[src/rtl/rx_pkg.sv]
// rtl/rx_pkg.sv - shared types and defaults for the Rx framing stage
package rx_pkg;

    localparam int BYTE_W = 8;
    localparam logic [BYTE_W-1:0] SYNC_WORD_DEF = 8'hA5;
    localparam int MAX_LEN_DEF = 16;

    typedef enum logic [1:0] {
        HUNT,
        LEN,
        DATA,
        CHK
    } rx_state_t;

endpackage

[src/rtl/rx_bit_sampler.sv]
// rtl/rx_bit_sampler.sv - comparator bit synchronizer and bit-clock edge strobe
module rx_bit_sampler (
    input  logic aclk,
    input  logic reset,
    input  logic pclk,
    input  logic rx_bit,
    output logic tick,
    output logic sample_bit
);

    logic sync_1;
    logic sync_2;
    logic pclk_q;

    always_ff @(posedge aclk) begin
        if (reset) begin
            sync_1 <= 1'b0;
            sync_2 <= 1'b0;
            pclk_q <= 1'b0;
        end else begin
            sync_1 <= rx_bit;
            sync_2 <= sync_1;
            pclk_q <= pclk;
        end
    end

    assign tick       = pclk & ~pclk_q;
    assign sample_bit = sync_2;

endmodule

[src/rtl/rx_frame_deframer.sv]
// rtl/rx_frame_deframer.sv - sync hunt and length/XOR framed byte deserializer
module rx_frame_deframer
    import rx_pkg::*;
#(
    parameter logic [BYTE_W-1:0] SYNC_WORD = SYNC_WORD_DEF,
    parameter int                MAX_LEN   = MAX_LEN_DEF
) (
    input  logic              aclk,
    input  logic              reset,
    input  logic              pclk,
    input  logic              rx_bit,
    output logic [BYTE_W-1:0] m_data,
    output logic              m_valid,
    output logic              m_last,
    input  logic              m_ready,
    output logic              frame_ok,
    output logic              frame_err,
    output logic              overflow
);

    localparam logic [BYTE_W-1:0] MAX_LEN_B = BYTE_W'(MAX_LEN);

    logic              tick;
    logic              sample_bit;
    rx_state_t         state, state_d;
    logic [BYTE_W-1:0] window, window_d;
    logic [2:0]        bit_cnt, bit_cnt_d;
    logic [BYTE_W-1:0] remaining, remaining_d;
    logic [BYTE_W-1:0] checksum, checksum_d;
    logic [BYTE_W-1:0] m_data_d;
    logic              m_valid_d, m_last_d, frame_ok_d, frame_err_d, overflow_d;
    logic [BYTE_W-1:0] byte_in;
    logic              byte_done;

    rx_bit_sampler u_sampler (
        .aclk       (aclk),
        .reset      (reset),
        .pclk       (pclk),
        .rx_bit     (rx_bit),
        .tick       (tick),
        .sample_bit (sample_bit)
    );

    assign byte_in   = {window[BYTE_W-2:0], sample_bit};
    assign byte_done = (bit_cnt == 3'd7);

    always_ff @(posedge aclk) begin
        if (reset) begin
            state     <= HUNT;
            window    <= '0;
            bit_cnt   <= '0;
            remaining <= '0;
            checksum  <= '0;
            m_data    <= '0;
            m_valid   <= 1'b0;
            m_last    <= 1'b0;
            frame_ok  <= 1'b0;
            frame_err <= 1'b0;
            overflow  <= 1'b0;
        end else begin
            state     <= state_d;
            window    <= window_d;
            bit_cnt   <= bit_cnt_d;
            remaining <= remaining_d;
            checksum  <= checksum_d;
            m_data    <= m_data_d;
            m_valid   <= m_valid_d;
            m_last    <= m_last_d;
            frame_ok  <= frame_ok_d;
            frame_err <= frame_err_d;
            overflow  <= overflow_d;
        end
    end

    always_comb begin
        state_d     = state;
        window_d    = window;
        bit_cnt_d   = bit_cnt;
        remaining_d = remaining;
        checksum_d  = checksum;
        m_data_d    = m_data;
        m_valid_d   = m_valid;
        m_last_d    = m_last;
        frame_ok_d  = 1'b0;
        frame_err_d = 1'b0;
        overflow_d  = overflow;

        // Handshake is independent of the bit clock; a byte landing below may re-set valid.
        if (m_valid && m_ready) begin
            m_valid_d = 1'b0;
        end

        if (tick) begin
            window_d  = byte_in;
            bit_cnt_d = bit_cnt + 3'd1;
            unique case (state)
                HUNT: begin
                    bit_cnt_d = 3'd0;
                    if (byte_in == SYNC_WORD) begin
                        state_d = LEN;
                    end
                end
                LEN: begin
                    if (byte_done) begin
                        if (byte_in == '0 || byte_in > MAX_LEN_B) begin
                            frame_err_d = 1'b1;
                            state_d     = HUNT;
                        end else begin
                            remaining_d = byte_in;
                            checksum_d  = '0;
                            state_d     = DATA;
                        end
                    end
                end
                DATA: begin
                    if (byte_done) begin
                        checksum_d = checksum ^ byte_in;
                        if (remaining != '0) begin
                            remaining_d = remaining - 8'd1;
                        end
                        // A still-unaccepted byte is kept; the newcomer is lost.
                        if (!m_valid || m_ready) begin
                            m_data_d  = byte_in;
                            m_last_d  = (remaining == 8'd1);
                            m_valid_d = 1'b1;
                        end else begin
                            overflow_d = 1'b1;
                        end
                        if (remaining <= 8'd1) begin
                            state_d = CHK;
                        end
                    end
                end
                CHK: begin
                    if (byte_done) begin
                        frame_ok_d  = (byte_in == checksum);
                        frame_err_d = (byte_in != checksum);
                        window_d    = '0;
                        state_d     = HUNT;
                    end
                end
                default: state_d = HUNT;
            endcase
        end
    end

endmodule

[config.mk]
export PLATFORM = sky130hd
export DESIGN_NAME = rx_frame_deframer
export DESIGN_NICKNAME = d
export VERILOG_FILES = /design/src/rtl/rx_pkg.sv /design/src/rtl/rx_bit_sampler.sv /design/src/rtl/rx_frame_deframer.sv
export SDC_FILE = /design/constraint.sdc
export NUM_CORES = 1
export LEC_CHECK = 0
export ABC_AREA = 1
export CAP_MARGIN = 20
export CORE_AREA = 2 2 58 71
export CTS_BUF_LIST = sky130_fd_sc_hd__clkbuf_4
export DETAILED_ROUTE_END_ITERATION = 10
export DIE_AREA = 0 0 60 73
export PLACE_DENSITY = 0.92
export SYNTH_ARGS = -nofsm -noshare
export SYNTH_HDL_FRONTEND = slang
export SYNTH_SLANG_ARGS = --single-unit
[constraint.sdc]
create_clock -name aclk -period 2.9 [get_ports aclk]
set_clock_uncertainty 0.15 [all_clocks]
set_input_delay 0.58 -clock aclk [delete_from_list [all_inputs] [get_ports aclk]]
set_output_delay 0.58 -clock aclk [all_outputs]
set_load 0.01 [all_outputs]
# Yosys cells after proc, flatten, opt, wreduce, memory -nomap -nowiden
# Index checks and enable logic that the tools add are counted.
[word_totals]
register_bits = 44
in_bits = 5
output_inout_bits = 13
elab_cells = 83
[op_classes]
addsub = 2
magnitude_cmp = 2
n_eq_ne = 15
muxes = 28
bitwise_logic = 7
reduce_logical = 15
[op_table]
columns = ["cell", "n"]
rows = [
  ["two-way mux 8 bit", 7],
  ["one-hot mux 8 bit (2 select lines)", 2],
  ["two-way mux 7 bit", 2],
  ["inequality test 2 bit, second input constant", 7],
  ["two-way mux 2 bit", 6],
  ["AND reduction 6 bit", 2],
  ["equality test 8 x 1 -> 1 bit, second input constant", 1],
  ["equality test 8 bit", 1],
  ["equality test 8 bit, second input constant", 1],
  ["greater-than comparator 8 x 5 -> 1 bit, second input constant", 1],
  ["less-or-equal comparator 8 x 1 -> 1 bit, second input constant", 1],
  ["zero test 8 bit", 1],
  ["two-way mux 1 bit", 8],
  ["inequality test 8 bit", 1],
  ["one-hot mux 2 bit (4 select lines)", 1],
  ["AND reduction 4 bit", 2],
  ["nonzero test 8 bit", 1],
  ["subtractor 8 x 1 -> 8 bit, second input constant", 1],
  ["bitwise XOR 8 bit", 1],
  ["NOT 1 bit", 5],
  ["AND reduction 5 bit", 1],
  ["equality test 2 bit, second input constant", 2],
  ["OR reduction 4 bit", 1],
  ["adder 3 x 1 -> 3 bit, second input constant", 1],
  ["other kinds (11)", 12],
]

# Logic depth before layout (Yosys ltp)
[depth]
ltp_word = 6
depth_mapped = 11
ltp_nobuf = 11

# Cells and area by module
# From an unflattened synthesis, not the netlist that was laid out.
[unflattened]
hier_cells = 307
hier_area_um2 = 2158.3
[by_module_without_submodules]
columns = ["module", "instances", "cells_each", "area_each_um2", "seq_area_each_um2"]
rows = [
  ["rx_frame_deframer", 1, 297, 2072.0, 820.8],
  ["rx_bit_sampler", 1, 10, 86.3, 60.1],
]

# Worst setup path after synthesis
# OpenSTA, ideal clock, no wires.
[synth_path]
path_kind = "register to register"
start = "register bit_cnt[0]"
end = "register remaining[4]"
setup_ns = 0.125
t_arrival_ns = 1.423
t_required_ns = 2.625
slack_ns = 1.202
stages_incl_launch_ff = 11
n_path_buf = 0
synth_period_minus_slack_ns = 1.698
cell_sequence = "dfxtp_1 -> ha_1 -> ha_1 -> inv_1 -> o21ai_0 -> o21ai_1 -> nor2_4 -> nand2_4 -> nand2_1 -> nand2_1 -> nor2_2"
[synth_via]
elab_chain_cells = 3
elab_cells_between_ends = 4
classes_between = "eq/ne: 3; reduce/logical: 1"
[synth_lines]
columns = ["element", "line", "rtl"]
rows = [
  ["start, declared", "rx_frame_deframer.sv:27", "logic [2:0] bit_cnt, bit_cnt_d;"],
  ["start signal, assigned", "rx_frame_deframer.sv:63", "bit_cnt <= bit_cnt_d;"],
  ["equality test 3 bit (*)", "rx_frame_deframer.sv:45", "assign byte_done = (bit_cnt == 3'd7);"],
  ["inequality test 2 bit (no source line)", "n/a", ""],
  ["AND reduction 6 bit (no source line) (*)", "n/a", ""],
  ["end signal, assigned", "rx_frame_deframer.sv:64", "remaining <= remaining_d;"],
  ["end, declared", "rx_frame_deframer.sv:28", "logic [BYTE_W-1:0] remaining, remaining_d;"],
]
# Mark *: on every way between the ends. The rest lies on a longest branch, timed or not.
# A chain may end at the register's enable or synchronous reset.

# Worst setup path in the final report
[layout_path]
start = "input pclk"
end = "register m_data[6]"
[layout_via]
elab_chain_cells = 2
[layout_lines]
columns = ["element", "line", "rtl"]
rows = [
  ["start, declared", "rx_frame_deframer.sv:10", "input logic pclk,"],
  ["bitwise AND 1 bit", "rx_bit_sampler.sv:27", "assign tick = pclk & ~pclk_q;"],
  ["AND reduction 4 bit (no source line)", "n/a", ""],
  ["end signal, assigned", "rx_frame_deframer.sv:66", "m_data <= m_data_d;"],
  ["end, declared", "rx_frame_deframer.sv:12", "output logic [BYTE_W-1:0] m_data,"],
]
# Every way passes these cells.

==> reports/summary.md <==
The filler cell count in the final layout is 313. The register cell area after layout is 881 um^2, and the switching power is 0.263 mW. Derived from the worst setup path, the maximum achievable clock frequency is 467 MHz.

After detailed routing, the number of vias per cell comes to 5.49. The net count after synthesis is 345, and the time the final worst path needs with I/O delays and setup is 2.14 ns. In the post-synthesis netlist, the biggest area contributors are sky130_fd_sc_hd__dfxtp_1 38%, sky130_fd_sc_hd__nor2_1 9.6%, sky130_fd_sc_hd__nand2_1 8.2%.

Port buffering added 17 buffers. Adding up every negative setup slack in the final design gives 0 ns. The clock root buffer was sky130_fd_sc_hd__clkbuf_4. The antenna diode instance count is 0.

The die covers 0.00438 mm^2. For this run, the number of Yosys warnings is 0. Summing all placed instances gives a cell area of 0.00252 mm^2. The tools report the met3 wirelength from detailed routing as 344 um. The min-delay analysis places its worst path in the category reg2reg. The logs give 2,054 for the via count of the first global-routing pass and 0.378 ns for the worst slack at placement. For the post-synthesis instance area, the log shows 0.00234 mm^2.

The maximum number of pins on one net before global-route repair was 19; the starting density of the core was 61.8%. Max-cap violations in this run came to 0. The mux cell area share after synthesis came out at 0%. The overflow left after global routing is 0, and the simple-gate share of the synthesized area is 31.9%. The first global-routing pass estimated 8780 um of wire.

The final critical path takes up 73.8% of the cycle. The number of clock sinks came out at 44. Area of the core region: 0.00378 mm^2. The completed layout was analyzed and its total power is 1.10 mW.

Final hold analysis gives a worst-case slack of 0.278 ns. After the first detailed-routing iteration, the DRC count stood at 98. The path with the worst hold slack has its endpoint at u_sampler.sample_bit. The multi-input combinational cells in the finished layout cover a total of 0.00120 mm^2. The flow ran to the end, and the final reports show no timing, DRC or antenna violations.

The number of pins with negative max-slew slack in the final report is 0. The signed area change from the synthesized netlist to the final layout is 11.0%. The internal portion of the total power is 0.834 mW. Sequential cells burn 57.4% of the power.

Cells with a size suffix above 1 make up 9.71% of the layout. The net count of the finished layout is 359. The tools report the gate count after technology mapping as 335. The hold path depth works out to 2. After detailed routing, the wire length on met1 is 2080 um. The start point of the worst hold path was u_sampler.sync_1.

After detailed routing, no signal wire sits above met4. The most frequent standard cell in the layout excluding fill and tap cells is sky130_fd_sc_hd__nor2_1. For the arrival time reported for the critical path endpoint, the log shows 2.26 ns. In the routed design, unresolved DRC markers number 0.

The detailed-routed wire length on met2 was 2520 um; the via count was 2,217. For the initial antenna violation count, the log shows 0. IR analysis of the VDD net gives a maximum drop of 0.408 mV.

The logs give 35.3% for the share of power burned in the clock network and 0.760 ns for the setup slack after layout. The run gives 0 as the hold-fix buffer count after cts. Combinational power share: 7.3%.

Launching element of the worst setup path: pclk. The die is 73 um tall. Setup slack on the worst reg-to-reg path comes out at 1.01 ns. In this run the biggest area consumer among cell types represents 37.6% of the synthesized area.

The pre-antenna-repair detailed-routing pass consisted of 5 iterations. TritonCTS built the clock tree. The run gives 5 as the number of buffers added by the clock tree synthesis step.

Setup repair after global routing left no endpoint under its margin. The type of origin of the critical path is a primary input. The standby leakage power was 1.16 nW; the area of all placed cells without fillers was 0.00260 mm^2. The critical path is of the in2reg type. The startpoint of the most critical register-to-register path was bit_cnt[0]. Averaged over all synthesized cells, the footprint is 6.98 um^2.

Routed wire length per instance: 12.8 um. The number of different library cells used by synthesis comes to 30. For this design the ratio of total power to cell area is 422 mW/mm^2. The number of hold violations in the final report is 0, and the maximum level of the CTS H-tree is 2.

The overall global routing resource usage came out at 26.6%. The die outline width came out at 60 um. The cell type with the highest aggregate area in the netlist was sky130_fd_sc_hd__dfxtp_1. The final setup violation count was 0; the xor/xnor share of the synthesized area was 2.99%. The last weighted congestion value of the routability-driven placer was 0.857; the clock-pin slew on the worst setup and hold paths was 0.12 ns.

For the sequential share of the synthesized area, the log shows 37.6%. By area, the combinational part of the netlist is dominated by simple AND/OR/NAND/NOR gates. The pin slew with the least headroom to its limit was 0.488 ns; the half-perimeter wire length of the detailed placement result was 3740 um.

Headroom to the max-slew limit came out at 67.3%. The synthesized netlist devotes 2.67% of its cell area to adder and majority cells. Synthesis inferred 44 register bits. For this design the top-level I/O count stands at 18. The longest clock path from root to sink contains 2 buffers. In this run the core area contains 25 standard-cell rows.

Of all nets on the critical path, the largest fanout is 18. The share of the synthesized area in compound gates (AO/OA/AOI/OAI) is 14.0%. The run gives 0 as the number of routed nets with antenna violations.

The worst register-to-register path ends at remaining[4]. The fraction of power spent switching nets was 24.0%; the number of buffers inserted by post-CTS setup repair was 0. Summed over all layers, the routed wires come to 5160 um. The depth of the worst register-to-register path is 10, and the number of gates resized after CTS is 0. At the worst endpoint, the required time is 3.02 ns. The top cell types in the final layout, fill and taps aside, are 60 x sky130_fd_sc_hd__nor2_1, 51 x sky130_fd_sc_hd__nand2_1, 44 x sky130_fd_sc_hd__dfxtp_1. The clock latency at the later pin of the worst-skew pair came out at 0.37 ns. The element type at the critical path end was a flop.
through the flow:
step           utilization (%)  instances
3_3_place_gp              66.5        396
2_1_floorplan                -        335
5_1_grt                   68.6        404
4_1_cts                   68.6        404
3_5_place_dp              66.5        396
6_report                  68.6        404
state kept, by name (all words and copies together) (netlist names), named ones only:
| register | cells |
|---|---|
| bit_cnt | 3 |
| checksum | 8 |
| frame_err | 1 |
| frame_ok | 1 |
| m_data | 8 |
| m_last | 1 |
| m_valid | 1 |
| overflow | 1 |
| remaining | 8 |
| state | 1 |
| u_sampler.pclk_q | 1 |
| u_sampler.sample_bit | 1 |
| u_sampler.sync_1 | 1 |
| window | 7 |
how the worst max path moves through the flow:
stage | endpoint | slack (ns) | depth (start not counted)
after global placement | m_data[6] | 0.48 | 10
after CTS | m_data[6] | 0.77 | 10
final | m_data[6] | 0.76 | 10
after global routing | m_data[4] | 0.58 | 9
after floorplan | remaining[4] | 1.20 | 10
after detailed placement | m_data[6] | 0.38 | 10
worst max-delay path, cell delays in order:
cell and delay, ns:
sky130_fd_sc_hd__clkdlybuf4s50_1 0.47, sky130_fd_sc_hd__inv_2 0.05, sky130_fd_sc_hd__nor2_4 0.17, sky130_fd_sc_hd__inv_2 0.15, sky130_fd_sc_hd__nor2_4 0.17, sky130_fd_sc_hd__nand2_4 0.17
sky130_fd_sc_hd__nor2_8 0.25, sky130_fd_sc_hd__inv_1 0.09, sky130_fd_sc_hd__nor2_1 0.11, sky130_fd_sc_hd__nor2_1 0.05
cell families after synthesis:
logic type	count (synthesis)
xor gates and xnor gates	8
AOI/OAI and AO/OA	61
and+or+nand+nor	158
DFF	44
adders and majority gates	5
buffers and inverters	59
metal layers:
metal | vias to the layer above | global-route usage (%)
li1 | 1093 | -
met1 | 1011 | 31.2
met2 | 93 | 44.2
met3 | 20 | 5.32
met4 | 0 | 14.8
met5 | - | 0
final cells by class:
type                       instances  share of cell area [%]
clock inverter                     2                    1.35
inverter                          47                    6.89
multi-input combinational        232                    46.4
tap                               54                    2.60
clock buffer                       6                    1.73
sequential                        44                    33.9
timing repair buffer              19                    7.13
synthesized netlist by cell type:
library cell,count
sky130_fd_sc_hd__nor3_2,1
sky130_fd_sc_hd__o21ai_1,4
sky130_fd_sc_hd__a21oi_1,29
sky130_fd_sc_hd__inv_4,1
sky130_fd_sc_hd__ha_1,5
sky130_fd_sc_hd__inv_1,41
sky130_fd_sc_hd__xor2_1,4
sky130_fd_sc_hd__nor2_2,3
sky130_fd_sc_hd__nand4_1,3
sky130_fd_sc_hd__nand2_2,4
sky130_fd_sc_hd__inv_2,5
sky130_fd_sc_hd__nand3_2,2
sky130_fd_sc_hd__a21oi_2,1
sky130_fd_sc_hd__a211oi_1,6
sky130_fd_sc_hd__xnor2_1,4
sky130_fd_sc_hd__o21ai_0,20
sky130_fd_sc_hd__o211ai_1,1
sky130_fd_sc_hd__buf_2,3
sky130_fd_sc_hd__buf_6,3
sky130_fd_sc_hd__nor2_8,2
sky130_fd_sc_hd__dfxtp_1,44
sky130_fd_sc_hd__nand2_1,51
sky130_fd_sc_hd__nor2_1,60
sky130_fd_sc_hd__clkbuf_4,1
sky130_fd_sc_hd__clkbuf_1,5
sky130_fd_sc_hd__nand2_4,2
sky130_fd_sc_hd__nand3b_1,2
sky130_fd_sc_hd__nor2_4,3
sky130_fd_sc_hd__nand3_1,21
sky130_fd_sc_hd__nor3_1,4
power groups by stage:
| stage | sequential [mW] | clock [mW] | combinational, mW |
|---|---|---|---|
| floorplan | 0.635 | 0 | 0.0610 |
| global placement | 0.642 | 0 | 0.0759 |
| detailed placement | 0.643 | 0 | 0.0782 |
| CTS | 0.629 | 0.395 | 0.0793 |
| global route | 0.631 | 0.417 | 0.0886 |
| finish | 0.630 | 0.387 | 0.0797 |
(Power assumes the default switching activity.)
